`src/rtl/gcd_job_sequencer.sv`:
```
// Job front-end for the GCD engine: buffers operand pairs, sequences engine load, returns results.
// Optional WAIT-state timeout is enabled by defining GCD_SEQ_TIMEOUT_EN.
module gcd_job_sequencer #(
  parameter int unsigned WIDTH          = 16,
  parameter int unsigned DEPTH          = 4,
  parameter int unsigned TIMEOUT_CYCLES = 1023
) (
  input  logic             clk,
  input  logic             rst,
  input  logic             in_valid,
  output logic             in_ready,
  input  logic [WIDTH-1:0] in_a,
  input  logic [WIDTH-1:0] in_b,
  output logic             gcd_rst,
  output logic             gcd_start,
  output logic [WIDTH-1:0] gcd_data,
  input  logic             gcd_done,
  input  logic [WIDTH-1:0] gcd_result,
  output logic             out_valid,
  input  logic             out_ready,
  output logic [WIDTH-1:0] out_gcd,
  output logic [WIDTH-1:0] out_a,
  output logic [WIDTH-1:0] out_b,
  output logic             out_err,
  output logic             busy
);
  localparam int unsigned AW = (DEPTH > 1) ? $clog2(DEPTH) : 1;
  localparam int unsigned CW = $clog2(DEPTH + 1);

  typedef enum logic [2:0] {
    S_IDLE, S_CLR, S_LDA, S_LDB, S_WAIT, S_OUT
  } state_t;

  state_t           r_state;
  state_t           w_state_nxt;

  logic [WIDTH-1:0] r_mem_a [DEPTH];
  logic [WIDTH-1:0] r_mem_b [DEPTH];
  logic [AW-1:0]    r_wr_ptr;
  logic [AW-1:0]    r_rd_ptr;
  logic [CW-1:0]    r_count;
  logic [CW-1:0]    w_count_nxt;
  logic             w_push;
  logic             w_pop;
  logic [WIDTH-1:0] w_head_a;
  logic [WIDTH-1:0] w_head_b;

  logic [WIDTH-1:0] r_job_a;
  logic [WIDTH-1:0] r_job_b;
  logic [WIDTH-1:0] r_out_gcd;

  logic             w_res_ld;
  logic [WIDTH-1:0] w_res_val;
  logic             w_gcd_rst_nxt;
  logic             w_gcd_start_nxt;
  logic [WIDTH-1:0] w_gcd_data_nxt;

`ifdef GCD_SEQ_TIMEOUT_EN
  localparam int unsigned TW = $clog2(TIMEOUT_CYCLES + 1);
  logic [TW-1:0]    r_tmo;
  logic             w_tmo_clr;
  logic             w_tmo_inc;
  logic             w_err_val;
  logic             r_out_err;
`else
  logic             w_unused_tmo;
  assign w_unused_tmo = ^TIMEOUT_CYCLES;
`endif

  assign w_push   = in_valid && in_ready;
  assign w_pop    = (r_state == S_IDLE) && (r_count != '0);
  assign w_head_a = r_mem_a[r_rd_ptr];
  assign w_head_b = r_mem_b[r_rd_ptr];

  always_comb begin
    w_count_nxt = r_count;
    case ({w_push, w_pop})
      2'b10:   w_count_nxt = r_count + CW'(1);
      2'b01:   w_count_nxt = r_count - CW'(1);
      default: w_count_nxt = r_count;
    endcase
  end

  // FIFO storage carries no reset; validity is tracked by the count.
  always_ff @(posedge clk) begin
    if (w_push) begin
      r_mem_a[r_wr_ptr] <= in_a;
      r_mem_b[r_wr_ptr] <= in_b;
    end
  end

  always_ff @(posedge clk or posedge rst) begin
    if (rst) begin
      r_wr_ptr <= '0;
      r_rd_ptr <= '0;
      r_count  <= '0;
      in_ready <= 1'b1;
    end else begin
      if (w_push) r_wr_ptr <= r_wr_ptr + AW'(1);
      if (w_pop)  r_rd_ptr <= r_rd_ptr + AW'(1);
      r_count  <= w_count_nxt;
      in_ready <= (w_count_nxt != CW'(DEPTH));
    end
  end

  // Next-state and next-output decode; engine outputs follow the state being entered.
  always_comb begin
    w_state_nxt = r_state;
    w_res_ld    = 1'b0;
    w_res_val   = '0;
`ifdef GCD_SEQ_TIMEOUT_EN
    w_tmo_clr   = 1'b0;
    w_tmo_inc   = 1'b0;
    w_err_val   = 1'b0;
`endif
    case (r_state)
      S_IDLE: begin
        if (w_pop) begin
          if ((w_head_a == '0) || (w_head_b == '0)) begin
            w_state_nxt = S_OUT;
            w_res_ld    = 1'b1;
            w_res_val   = w_head_a | w_head_b;
          end else begin
            w_state_nxt = S_CLR;
          end
        end
      end
      S_CLR: w_state_nxt = S_LDA;
      S_LDA: w_state_nxt = S_LDB;
      S_LDB: begin
        w_state_nxt = S_WAIT;
`ifdef GCD_SEQ_TIMEOUT_EN
        w_tmo_clr   = 1'b1;
`endif
      end
      S_WAIT: begin
        if (gcd_done) begin
          w_state_nxt = S_OUT;
          w_res_ld    = 1'b1;
          w_res_val   = gcd_result;
        end
`ifdef GCD_SEQ_TIMEOUT_EN
        else if (r_tmo == TW'(TIMEOUT_CYCLES - 1)) begin
          w_state_nxt = S_OUT;
          w_res_ld    = 1'b1;
          w_res_val   = '0;
          w_err_val   = 1'b1;
        end else begin
          w_tmo_inc   = 1'b1;
        end
`endif
      end
      S_OUT: begin
        if (out_ready) w_state_nxt = S_IDLE;
      end
      default: w_state_nxt = S_IDLE;
    endcase

    w_gcd_rst_nxt   = (w_state_nxt == S_CLR);
    w_gcd_start_nxt = (w_state_nxt == S_LDA);
    w_gcd_data_nxt  = '0;
    if (w_state_nxt == S_LDA) w_gcd_data_nxt = r_job_a;
    if (w_state_nxt == S_LDB) w_gcd_data_nxt = r_job_b;
  end

  always_ff @(posedge clk or posedge rst) begin
    if (rst) begin
      r_state   <= S_IDLE;
      gcd_rst   <= 1'b0;
      gcd_start <= 1'b0;
      gcd_data  <= '0;
      out_valid <= 1'b0;
      busy      <= 1'b0;
    end else begin
      r_state   <= w_state_nxt;
      gcd_rst   <= w_gcd_rst_nxt;
      gcd_start <= w_gcd_start_nxt;
      gcd_data  <= w_gcd_data_nxt;
      out_valid <= (w_state_nxt == S_OUT);
      busy      <= (w_state_nxt != S_IDLE);
    end
  end

  always_ff @(posedge clk or posedge rst) begin
    if (rst) begin
      r_job_a   <= '0;
      r_job_b   <= '0;
      r_out_gcd <= '0;
    end else begin
      if (w_pop) begin
        r_job_a <= w_head_a;
        r_job_b <= w_head_b;
      end
      if (w_res_ld) r_out_gcd <= w_res_val;
    end
  end

`ifdef GCD_SEQ_TIMEOUT_EN
  always_ff @(posedge clk or posedge rst) begin
    if (rst) begin
      r_tmo     <= '0;
      r_out_err <= 1'b0;
    end else begin
      if (w_tmo_clr)      r_tmo <= '0;
      else if (w_tmo_inc) r_tmo <= r_tmo + TW'(1);
      if (w_res_ld) r_out_err <= w_err_val;
    end
  end
  assign out_err = r_out_err;
`else
  assign out_err = 1'b0;
`endif

  assign out_gcd = r_out_gcd;
  assign out_a   = r_job_a;
  assign out_b   = r_job_b;

endmodule

```
`config.mk`:
```
export PLATFORM = sky130hd
export DESIGN_NAME = gcd_job_sequencer
export DESIGN_NICKNAME = d
export VERILOG_FILES = /design/src/rtl/gcd_job_sequencer.sv
export SDC_FILE = /design/constraint.sdc
export NUM_CORES = 1
export LEC_CHECK = 0
export CORE_ASPECT_RATIO = 1.25
export CORE_UTILIZATION = 30
export CTS_BUF_LIST = sky130_fd_sc_hd__clkbuf_16
export DETAILED_ROUTE_END_ITERATION = 6
export DONT_BUFFER_PORTS = 1
export SYNTH_ARGS = -nofsm -noshare
export SYNTH_HDL_FRONTEND = slang
export SYNTH_SLANG_ARGS = --single-unit
export TNS_END_PERCENT = 10
```
`constraint.sdc`:
```
create_clock -name clk -period 2.44 [get_ports clk]
set_input_delay 0.366 -clock clk [delete_from_list [all_inputs] [get_ports clk]]
set_output_delay 0.366 -clock clk [all_outputs]
set_load 0.02 [all_outputs]
```
==> results of run 1 <==
[metrics by stage]
stage	setup TNS (ps)	area, um2
6_report	-1710	10200
5_1_grt	-2990	10100
4_1_cts	-992	9920
3_5_place_dp	-3600	8800
3_3_place_gp	-3030	8800
2_1_floorplan	0	7990
[layout make-up]
class                      instances  area share
antenna                            1    0.000247
clock buffer                      21      0.0518
clock inverter                    15     0.00912
inverter                          23     0.00863
multi-input combinational        182       0.208
sequential                       207       0.574
tap                              340      0.0419
timing repair buffer             110       0.107
[cells by family after synthesis]
logic type | Yosys count | synth area share
flops | 207 | 0.729
mux | 67 | 0.139
simple gates | 64 | 0.0398
buf+inv | 45 | 0.0269
compound gates | 37 | 0.0471
xor+xnor | 7 | 0.00767
fa+ha+maj | 6 | 0.0103
other cells | 1 | 0.000469
[registers in the layout, summed over array words and instances, names as in the netlist, 2 cells and up]
register and count:
r_mem_a 64, r_count 3, r_state 3, r_wr_ptr 2, gcd_data 16, r_rd_ptr 2
out_gcd 16, out_b 16, r_mem_b 64, out_a 16
[cell usage in the layout, fill, tap and decap left out, types with 2 or more instances in the layout]
master	n
sky130_fd_sc_hd__clkinv_1	3
sky130_fd_sc_hd__nor2_1	19
sky130_fd_sc_hd__edfxtp_1	128
sky130_fd_sc_hd__ha_1	5
sky130_fd_sc_hd__dfrtp_1	77
sky130_fd_sc_hd__mux2i_1	2
sky130_fd_sc_hd__inv_1	27
sky130_fd_sc_hd__xnor2_1	5
sky130_fd_sc_hd__buf_6	4
sky130_fd_sc_hd__nor4_4	3
sky130_fd_sc_hd__and3_1	4
sky130_fd_sc_hd__buf_4	56
sky130_fd_sc_hd__buf_12	7
sky130_fd_sc_hd__mux4_2	32
sky130_fd_sc_hd__o221ai_2	16
sky130_fd_sc_hd__and4_4	2
sky130_fd_sc_hd__xor2_1	2
sky130_fd_sc_hd__nand2_1	20
sky130_fd_sc_hd__nor2b_1	3
sky130_fd_sc_hd__mux2_1	7
sky130_fd_sc_hd__clkinv_2	2
sky130_fd_sc_hd__dlygate4sd3_1	40
sky130_fd_sc_hd__clkbuf_16	23
sky130_fd_sc_hd__inv_2	3
sky130_fd_sc_hd__nor4_2	5
sky130_fd_sc_hd__mux2_2	26
sky130_fd_sc_hd__a22o_1	16
[cells in the mapped netlist, types with 7 or more instances]
library cell and number:
sky130_fd_sc_hd__dfrtp_1 78, sky130_fd_sc_hd__mux4_2 32, sky130_fd_sc_hd__mux2_2 26, sky130_fd_sc_hd__a22o_1 16, sky130_fd_sc_hd__mux2_1 7, sky130_fd_sc_hd__nand2_1 20, sky130_fd_sc_hd__nor2_1 19, sky130_fd_sc_hd__edfxtp_1 128
sky130_fd_sc_hd__nor4_1 8, sky130_fd_sc_hd__o221ai_2 10, sky130_fd_sc_hd__inv_1 22, sky130_fd_sc_hd__clkbuf_1 8
[final timing paths]
check                         endpoint  slack, ps  cells past startpoint
min                         out_gcd[4]         20                      2
max in group asynchronous  gcd_data[1]       1520                      3
max                         out_gcd[2]       -130                     10
max reg2reg                 out_gcd[2]       -130                     10
min in group asynchronous    gcd_start        270                      2
min reg2reg                 r_count[2]        520                      1
[layer usage]
metal  vias up  GRT usage
li1       1880          -
met5         -          0
met3        40     0.0423
met1      2240      0.174
met4         4     0.0553
met2       135      0.241
[power by group through the flow]
stage          registers [W]  clock network (W)  logic (W)
4_1_cts              0.00612            0.00297    0.00456
2_1_floorplan        0.00590                  0    0.00271
6_report             0.00611            0.00291    0.00483
5_1_grt              0.00622            0.00312    0.00522
3_5_place_dp         0.00618                  0    0.00425
3_3_place_gp         0.00613                  0    0.00415
[critical path, delay by kind of cell, from the launching register on]
family          cells  cell delay [ps]
flops               1              420
compound gates      2              170
mux                 1              530
buf+inv             4              560
simple gates        3              750
[what timing repair did]
| action | CTS | global route |
|---|---|---|
| setup buffers | 2 | 10 |
| hold endpoints to repair | 148 | 1 |
| endpoints found under the setup margin | 18 | 19 |
| pin swaps | 2 | 5 |
| cloned | 1 | 2 |
| hold buffers | 39 | 1 |
| gates resized for setup | 9 | 18 |
==> results list, run 1 <==
- The via count of the first global-routing pass is 4614.
* Switching power: 0.00490 W
- Met3 routed WL: 1460 um
* Launching element type of the critical path: flip-flop
- The first global-routing pass estimated 29100 um of wire.
* Cell leakage power: 3.80 nW
* Global routing usage summed across all routing layers: 0.144
- DRT antenna net count: 0
- Count of final setup violators: 17
- For this run, the number of Yosys warnings is 0.
- Of the post-synthesis cell area, the dominant cell type holds 0.481.
- Of the total power, registers draw 0.441.
- Beginning of the critical path: r_rd_ptr[0]
- The number of different library cells used by synthesis comes to 39.
- After synthesis the cells add up to 0.00799 mm2.
- In this run the worst hold path is classified as input pin to flip-flop.
- The wire-length estimate of the detail-placed layout is 13200 um.
- Worst VDD drop: around 0.0005 V
* Pin count of the biggest net entering global routing: 66
* Worst slew margin relative to its limit: 0.565
* Worst reg2reg path startpoint: r_rd_ptr[0]
- Clock tree from TritonCTS: yes
* Clock insertion delay at the later pin of the skew report: 500 ps
- Dividing the detail-routed wire length by the instance count gives 21.3 um.
- Top FF cell, synth: sky130_fd_sc_hd__edfxtp_1
* RSZ-0062 raised after global routing: yes
* Max-slew violations: 0
* Via density per instance: 4.78
* Core occupancy in the finished layout: 0.389
* Routed length on met1: 7530 um
- The number of nets in the synthesized netlist is 493.
- Port Buffer Count: 0
- CP Data Arrival Time: 2930 ps
- Max-cap violations in this run came to 0.
- Relative to the synthesized area, the layout overhead comes to 27.0%.
* Critical path start-end classification: flip-flop to flip-flop
- Wirelength, routed: between 15000 and 20000 um
* Post-route DRC: 0
* Clock network fraction of design power: 0.210
- The floorplan step defined a die boundary enclosing 0.0273 mm2.
* Filler cells: roughly 2400
- CP max-delay cell: sky130_fd_sc_hd__mux4_2
- Clock root buffer master: sky130_fd_sc_hd__clkbuf_16
- Outcome: complete, but fails checks
- The floorplan step defined a core boundary enclosing 0.0261 mm2.
- Of the cells placed in the final design, the portion with a size suffix greater than 1 is 0.341.
* I/O pin count: 123
* Dominant cells by area after synthesis: sky130_fd_sc_hd__edfxtp_1, sky130_fd_sc_hd__dfrtp_1, sky130_fd_sc_hd__mux4_2
- The synthesized design contains between 100 and 150 enable-type register cells.
- The cell that appears most often on the critical path is sky130_fd_sc_hd__clkbuf_16.
- For this configuration, the core starts out at a cell density of 0.306.
- Maximum clock rate: 389 MHz
* Placer's final routability congestion estimate: 0.791
- Fin Clk Skew: 20.3 ps
- Die X-Extent: roughly 150 um
- The detailed router used layers up to and including met5.
- Number of antenna violations at the first check in global routing: 4
* Hold_sp: gcd_result[4]
- Delay contributed by the slowest stage of the critical path: 530 ps
- Share of the clock period used by the worst path: 1.05
- Post-Route Hold Slack: 16.9 ps
* Global route total overflow: 0
* Number of instances in the synthesized netlist: approximately 430
* Violations in the final reports: setup timing
- The pre-antenna-repair detailed-routing pass consisted of 4 iterations.
- Average size of a mapped cell: 18.4 um2
- The largest total area in the synthesized netlist belongs to sky130_fd_sc_hd__edfxtp_1.
- The detailed router finished its first iteration with 192 violations.
- Count of placed standard cells including taps: a little over 800
- At the pin with the least slew margin, the transition time is 652 ps.
- Leaving out filler cells and counting taps, the final layout contains 899.
* Internal Dissipation: 0.00895 W
- CTS built an H-tree with a depth of 1.
- Across the whole layout, storage elements account for 0.00582 mm2.
- In this run, CTS created clock tree buffers numbering 20.
- The final hold violation count was 0.
- Pre-CTS setup slack: -258 ps
- In the detailed route, the total length drawn on met2 is approximately 9600 um.
- The initialized floorplan defines 66 standard-cell rows.
- Of the total power, combinational logic draws 0.349.
- Flops & latches, synth: 207
- At the worst endpoint, the required time is 2800 ps.
- In this run the deepest clock path goes through 3 buffers.
* Seq/Total Area, Yosys: 0.729
- Fraction of synthesis flops using an asynchronous set or reset pin: 0.382
- Min Clock Period, post-route: ~2600 ps
- Number of nets in the layout: 603
- Power per unit of standard cell area: 1360 mW/mm2
- Vertical extent of the die: 184 um
* Total Power Consumption: about 0.014 W
- Worst-path clk slew: 60 ps
- Highest fanout seen on the critical path: 6
- Net switching share of the total power: 0.354
- Sink Count: ~210
- Total via count after detailed routing: 4299
- Critical Path Sink Type: flip-flop
- Worst Slack Setup Final: -131 ps
- Area of combinational cells with multiple inputs: between 0.002 and 0.0025 mm2
- Walking the worst path, the cells encountered are buf_6 > clkbuf_16 > buf_4 > mux4_2 > nor4_2 > and4_4 > o21ai_4 > nand2b_4 > clkbuf_16 > o221ai_2.
(Power assumes the default switching activity.)
==> run 2: changes to the inputs <==
--- a/config.mk
+++ b/config.mk
@@ -9,7 +9,6 @@
 export CORE_UTILIZATION = 30
 export CTS_BUF_LIST = sky130_fd_sc_hd__clkbuf_16
 export DETAILED_ROUTE_END_ITERATION = 6
-export DONT_BUFFER_PORTS = 1
 export SYNTH_ARGS = -nofsm -noshare
 export SYNTH_HDL_FRONTEND = slang
 export SYNTH_SLANG_ARGS = --single-unit
==> run 2 against run 1 <==
Net effect:
- the run still ends with setup timing left
- critical path type unchanged
- final area rose by 9.8%
- fmax barely moved
- clock skew fell by 11 ps
- highest routed layer is now met4
- critical endpoint is now out_gcd[1]
- critical path depth did not move
- worst hold slack improved by 210 ps
- non-clock buffer count rose by 85
==> results list, run 2 (same netlist as run 1, synthesis figures left out) <==
- Outcome: complete, but fails checks (unchanged)
* Violations in the final reports: setup timing (unchanged)
* Registers with the most flip-flops: r_mem_a (64), r_mem_b (64) (unchanged)
- Worst VDD drop: 0.000495 V (was 0.000500 V)
- First-pass iteration count of the detailed router: 4 (unchanged)
- The final net count is 688 (was 603).
* Cell leakage power: 4.17 nW (was 3.80 nW)
- Count of routing violations after the opening detailed-route iteration: 381 (was 192)
- Depth of the CTS H-tree: 1 (unchanged)
- The buffer depth of the longest clock path came to 3 (unchanged).
- The met2 usage came to 0.252 (was 0.241).
- The number of sinks driven by the clock tree was 207 (unchanged).
- The total wire length came to 19900 um (was 19200 um).
- Post-route DRC: 0 (unchanged)
* Global route total overflow: 0 (unchanged)
* Cell row count: 66 (unchanged)
* Number of hold buffers added after CTS: 0 (was 39)
- The number of nets with antenna violations after routing is 0 (unchanged).
- Most frequent cells in the layout: sky130_fd_sc_hd__edfxtp_1, sky130_fd_sc_hd__clkdlybuf4s50_1, sky130_fd_sc_hd__dfrtp_1 (was sky130_fd_sc_hd__edfxtp_1, sky130_fd_sc_hd__dfrtp_1, sky130_fd_sc_hd__buf_4)
- The portion of the clock cycle consumed by the worst path in the final layout came to 1.05 (about the same).
- The final hold violation count was 0 (unchanged).
* Via density per instance: 4.66 (was 4.78)
- The headroom to the max-slew limit came to 0.565 (about the same).
- The number of buffers created by CTS was 20 (unchanged).
- The final cell count without fillers is 984 (was 899).
* Count of placed standard cells including taps: 931 (was 807)
- The die height is 184 um (unchanged).
- Number of global-route vias before repair: 4891 (was 4614)
- The transition time at the pin with the least slew margin is 650 ps (was 652 ps).
* Critical path start-end classification: flip-flop to flip-flop (unchanged)
* Min Clock Period, post-route: 2570 ps (about the same)
* Power per unit of standard cell area: 1390 mW/mm2 (was 1360 mW/mm2)
* Fin Clk Skew: 8.78 ps (was 20.3 ps)
* Worst Slack Setup Final: -130 ps (was -131 ps)
- Placer's final routability congestion estimate: 0.762 (was 0.791)
- The largest net degree at the start of global routing was 40 (was 66).
- Worst-path clk slew: 60 ps (about the same)
* CP Data Required Time: 2800 ps (about the same)
- The CTS tree was yes (unchanged).
- The post-detailed-placement half-perimeter wirelength came to 13700 um (was 13200 um).
* Max capacitance violation total: 0 (unchanged)
- The arrival time at the worst endpoint is 2930 ps (about the same).
* Die footprint: 0.0273 mm2 (unchanged)
* Pre-CTS setup slack: -108 ps (was -258 ps)
- The worst hold slack is 228 ps (was 16.9 ps).
* Count of final setup violators: 17 (unchanged)
- Total via count after detailed routing: 4584 (was 4299)
* First-pass GRT wire length: 29200 um (was 29100 um)
- Port Buffer Count: 121 (was 0)
* I/O pin count: 123 (unchanged)
- The startpoint kind of the worst setup timing path is a flip-flop (unchanged).
- Share of post-route cells with drive strength above 1: 0.303 (was 0.341)
* Clock insertion delay at the later pin of the skew report: 490 ps (was 500 ps)
- The average detailed-routed wire length per instance came to 20.2 um (was 21.3 um).
- The effective utilization at floorplan came to 0.306 (unchanged).
* Max-slew violations: 0 (unchanged)
* GRT busiest layer: met2 (unchanged)
- Class of the worst hold path: input pin to asynchronous set/reset pin (was input pin to flip-flop)
- The signed area change from the synthesized netlist to the final layout is 39.5% (was 27.0%).
- Highest fanout seen on the critical path: 6 (unchanged)
- Clock root buffer master: sky130_fd_sc_hd__clkbuf_16 (unchanged)
- The type of destination of the critical path is a flip-flop (unchanged).
- Grt met3 use: 0.0255 (was 0.0423)
* Most frequent standard cell in the layout excluding fill and tap cells: sky130_fd_sc_hd__edfxtp_1 (unchanged)
* Total cell area at the placement stage: 0.0101 mm2 (was 0.00880 mm2)
- Maximum clock rate: 389 MHz (about the same)
- The global routing met1 resource utilization came to 0.176 (was 0.174).
- RSZ-0062 raised after global routing: yes (unchanged)
- Post-route standard cell area excluding fillers: 0.0112 mm2 (was 0.0102 mm2)
* Placeable core area: 0.0261 mm2 (unchanged)
- The overall fraction of global-route tracks in use came to 0.144 (about the same).
- The initial antenna violation count is 2 (was 4).
* Die X-Extent: 148 um (unchanged)
[run 2: timing repair]
action / in CTS / in global routing
gates cloned: 0 / 2
hold endpoints to repair: 0 / 0
gates resized for setup: 9 / 18
setup endpoints to repair: 18 / 18
setup buffers: 6 / 8
pin swaps: 1 / 3
[run 2: where the power goes]
| group | internal (W) | switching [W] |
|---|---|---|
| logic | 0.00342 | 0.00318 |
| clock network | 0.00220 | 0.00127 |
| registers | 0.00481 | 0.000574 |
[run 2: path summary, 6_finish.rpt]
path,startpoint,slack [ps],endpoint,cells past startpoint
min in group clk,gcd_result[3],480,out_gcd[3],3
setup / recovery,r_rd_ptr[0],-130,out_gcd[1],10
max in group asynchronous,rst,1610,out_b[9],3
setup reg to reg,r_rd_ptr[0],-130,out_gcd[1],10
hold / removal,rst,230,r_count[1],2
hold reg to reg,r_count[2],500,r_count[2],1
[run 2: critical path: stages, from the launching register on]
cell	delay, ps
sky130_fd_sc_hd__dfrtp_2	430
sky130_fd_sc_hd__buf_12	130
sky130_fd_sc_hd__buf_6	130
sky130_fd_sc_hd__mux4_2	550
sky130_fd_sc_hd__nor4_4	310
sky130_fd_sc_hd__buf_4	160
sky130_fd_sc_hd__and4_4	240
sky130_fd_sc_hd__o21ai_4	80
sky130_fd_sc_hd__nand2b_4	150
sky130_fd_sc_hd__clkbuf_16	170
sky130_fd_sc_hd__o221ai_2	90
[run 2: layer usage]
layer | routed length (um) | share of wire | vias up
li1 | - | - | 2055
met2 | 10300 | 0.52 | 114
met3 | 936 | 0.047 | 34
met1 | 8110 | 0.41 | 2381
met5 | 0 | 0 | -
met4 | 555 | 0.028 | 0
[run 2: per-stage QoR]
stage / util / total power (W) / setup TNS, ps
2_1_floorplan: - / 0.00861 / 0
6_report: 0.427 / 0.0155 / -1820
3_5_place_dp: 0.386 / 0.0116 / -1290
5_1_grt: 0.427 / 0.0162 / -3280
3_3_place_gp: 0.386 / 0.0114 / -1120
4_1_cts: 0.418 / 0.0152 / -288
[run 2: area by class of cell]
class,instances,area [um2]
diodes,1,2.50
multi-input cells,182,2090
flip-flops and latches,207,5820
well taps,340,425
clock inverters,15,223
inverters,23,87.6
clock buffers,21,526
fillers,2325,14900
repair buffers,195,1970
==> run 3: changes to the inputs <==
--- a/config.mk
+++ b/config.mk
@@ -9,6 +9,7 @@
 export CORE_UTILIZATION = 30
 export CTS_BUF_LIST = sky130_fd_sc_hd__clkbuf_16
 export DETAILED_ROUTE_END_ITERATION = 6
+export PLACE_DENSITY = 0.51
 export SYNTH_ARGS = -nofsm -noshare
 export SYNTH_HDL_FRONTEND = slang
 export SYNTH_SLANG_ARGS = --single-unit
==> run 3 against run 2 <==
Net effect:
- the run still ends with setup timing left
- critical path depth unchanged
- non-clock buffer count decreased by 4
- count of clock-buffer cells in the layout unchanged
- sequential share of layout area grew 0.83 points
- clock skew is 5.6 ps higher
- fmax is 1.9% higher
- largest cell class unchanged
- sequential power down 0.7%
- routed wire length fell by 2.7%
- combinational power shrank 2%
==> results list, run 3 (same netlist as run 1, synthesis figures left out) <==
* Count of final setup violators: 17 (unchanged)
- The number of I/O port buffers came to 121 (unchanged).
- Share of post-route cells with drive strength above 1: 0.298 (was 0.303)
- The x dimension of the die came to 148 um (unchanged).
- The kind of path behind the tightest hold check was input pin to asynchronous set/reset pin (unchanged).
- Max-slew violations: 0 (unchanged)
* Min Clock Period, post-route: 2520 ps (was 2570 ps)
* Wirelength, routed: 19400 um (was 19900 um)
- The most common cell after layout, fill and taps aside is sky130_fd_sc_hd__edfxtp_1 (unchanged).
- Registers with the most flip-flops: r_mem_a (64), r_mem_b (64) (unchanged).
- Post-route DRC: 0 (unchanged)
* Critical path start-end classification: flip-flop to flip-flop (unchanged)
- The final worst-path setup slack was -83.7 ps (was -130 ps).
- Global routing usage summed across all routing layers: 0.146 (was 0.144)
* Switching power: 0.00492 W (was 0.00502 W)
* Share of total power in combinational logic: 0.434 (was 0.427)
- Outcome: complete, but fails checks (unchanged)
- Highest fanout seen on the critical path: 7 (was 6)
- Placer's final routability congestion estimate: 0.769 (was 0.762)
- The maximum frequency from static timing analysis was 396 MHz (was 389 MHz).
* Critical Path Sink Type: flip-flop (unchanged)
- First-pass iteration count of the detailed router: 5 (was 4)
- Launching element type of the critical path: flip-flop (unchanged)
- The number of diodes came to 0 (was 1).
- The number of sinks driven by the clock tree is 207 (unchanged).
* Detail Placement HPWL: 13500 um (was 13700 um)
- Signed area change from the synthesized netlist to the final layout: 37.3% (was 39.5%)
- Initial core utilization: 0.306 (unchanged)
- The switching share of power is 0.331 (was 0.325).
- Fin Setup TNS: -1070 ps (was -1820 ps)
* DRT antenna net count: 0 (unchanged)
- Max capacitance violation total: 0 (unchanged)
* Number of antenna violations at the first check in global routing: 0 (was 2)
- The CTS tree was yes (unchanged).
- CP Data Arrival Time: 2890 ps (was 2930 ps)
- The headroom to the max-slew limit is 0.603 (was 0.565).
- The core occupancy in the finished layout is 0.421 (was 0.427).
* Fin Clk Skew: 14.4 ps (was 8.78 ps)
- The power density over the cells was 1350 mW/mm2 (was 1390 mW/mm2).
* FF-to-FF setup slack: -80 ps (was -130 ps)
* Post-route standard cell area excluding fillers: 0.0110 mm2 (was 0.0112 mm2)
- CP Data Required Time: 2800 ps (about the same)
* RSZ-0062 raised after global routing: yes (unchanged)
- Cell row count: 66 (unchanged)
* Share of the clock period used by the worst path: 1.03 (was 1.05)
- Clock insertion delay at the later pin of the skew report: 490 ps (about the same)
- Beginning of the critical path: r_rd_ptr[0] (unchanged)
- The instance area after placement came to 0.0101 mm2 (about the same).
- The sequential cell fraction of total power is 0.360 (was 0.349).
- Number of global-route vias before repair: 4969 (was 4891)
- Die footprint: 0.0273 mm2 (unchanged)
* Clock network fraction of design power: 0.206 (was 0.224)
* Number of nets in the layout: 685 (was 688)
* Pre-CTS setup slack: -251 ps (was -108 ps)
- Cell leakage power: 4.09 nW (was 4.17 nW)
- The logic depth of the worst register-to-register path was 10 (unchanged).
- Global route total overflow: 0 (unchanged)
* Finished Layout Cells: 980 (was 984)
* Vertical extent of the die: 184 um (unchanged)
* First-pass GRT wire length: 30000 um (was 29200 um)
- Violations in the final reports: setup timing (unchanged)
- The number of buffers created by CTS came to 21 (was 20).
- The number of vias per cell came to 4.59 (was 4.66).
- The worst supply voltage drop on vdd was 0.000527 V (was 0.000495 V).
- Total via count after detailed routing: 4495 (was 4584)
* Capturing point of the worst reg2reg path: out_gcd[4] (was out_gcd[1])
- Actual transition at the worst max-transition pin: 595 ps (was 650 ps)
- Most frequent cells in the layout: sky130_fd_sc_hd__edfxtp_1, sky130_fd_sc_hd__clkdlybuf4s50_1, sky130_fd_sc_hd__dfrtp_1 (unchanged).
- The placeable core region came to 0.0261 mm2 (unchanged).
- Pin count of the biggest net entering global routing: 57 (was 40)
- Worst reg2reg path startpoint: r_rd_ptr[0] (unchanged)
- The number of levels in the clock H-tree is 1 (unchanged).
- Final hold violations: 0 (unchanged)
* Count of routing violations after the opening detailed-route iteration: 231 (was 381)
* Worst-path clk slew: 70 ps (was 60 ps)
- Bufs on Longest Clock Path: 3 (unchanged)
* Internal Dissipation: 0.00994 W (was 0.0104 W)
* I/O pin count: 123 (unchanged)
- Clock root buffer master: sky130_fd_sc_hd__clkbuf_16 (unchanged)
- The number of buffers inserted for hold repair after clock tree synthesis was 0 (unchanged).
* Average detailed-routed wire length per instance: 19.8 um (was 20.2 um)
- The total instance count after detailed placement came to 933 (was 931).
[run 3: cell count changes in the layout (fill, tap and decap cells not counted), sizes merged]
cell	delta
clkinv	+6
buf	-3
clkbuf	-1
diode	-1
clkinvlp	+1
inv	-2
bufinv	-4
[run 3: area by class of cell]
class,count,area (um2)
Fill cell,2388,15100
Sequential cell,207,5820
Multi-Input combinational cell,182,2070
Timing Repair Buffer,191,1920
Clock buffer,21,526
Tap cell,340,425
Clock inverter,16,125
Inverter,23,87.6
[run 3: through the flow]
| stage | power [W] | hold WS (ps) |
|---|---|---|
| 4_1_cts | 0.0148 | 217 |
| 5_1_grt | 0.0157 | 234 |
| 2_1_floorplan | 0.00861 | 460 |
| 6_report | 0.0149 | 208 |
| 3_3_place_gp | 0.0115 | 479 |
| 3_5_place_dp | 0.0116 | 505 |
[run 3: timing repair]
item                                   4_1_cts  5_1_grt
pin swaps                                    1        5
buffers inserted                             2        7
setup endpoints to repair                   18       19
endpoints found under the hold margin        0        0
gates resized for setup                      8       13
gates cloned                                 0        1
[run 3: metal layers]
metal / part of all wire / vias to the layer above / GRT usage / wire length, um
li1: - / 2054 / - / -
met1: 0.42 / 2297 / 0.183 / 8130
met2: 0.51 / 111 / 0.260 / 9950
met3: 0.046 / 33 / 0.0203 / 899
met4: 0.020 / 0 / 0.0429 / 384
met5: 0 / - / 0 / 0
[run 3: power by group through the flow]
stage	combinational (W)	clock (W)	sequential (W)
CTS	0.00634	0.00315	0.00536
floorplan	0.00271	0	0.00590
global route	0.00694	0.00326	0.00547
detailed placement	0.00621	0	0.00543
finish	0.00645	0.00305	0.00535
global placement	0.00611	0	0.00538
[run 3: critical path: stages, from the launching register on]
cell and delay, ps:
sky130_fd_sc_hd__dfrtp_2 430, sky130_fd_sc_hd__buf_12 150, sky130_fd_sc_hd__buf_12 100, sky130_fd_sc_hd__buf_6 80
sky130_fd_sc_hd__mux4_2 560, sky130_fd_sc_hd__nor4_4 290, sky130_fd_sc_hd__and4_4 280, sky130_fd_sc_hd__o21ai_4 80
sky130_fd_sc_hd__nand2b_4 140, sky130_fd_sc_hd__clkbuf_16 160, sky130_fd_sc_hd__o221ai_2 100
[run 3: worst max path at each step]
stage | cells past startpoint | slack, ps | endpoint
5_1_grt | 10 | -180 | out_gcd[4]
2_1_floorplan | 12 | 0.7 | in_ready
3_3_place_gp | 8 | -180 | out_gcd[10]
6_report | 10 | -80 | out_gcd[4]
3_5_place_dp | 8 | -250 | out_gcd[15]
4_1_cts | 9 | -80 | out_gcd[15]
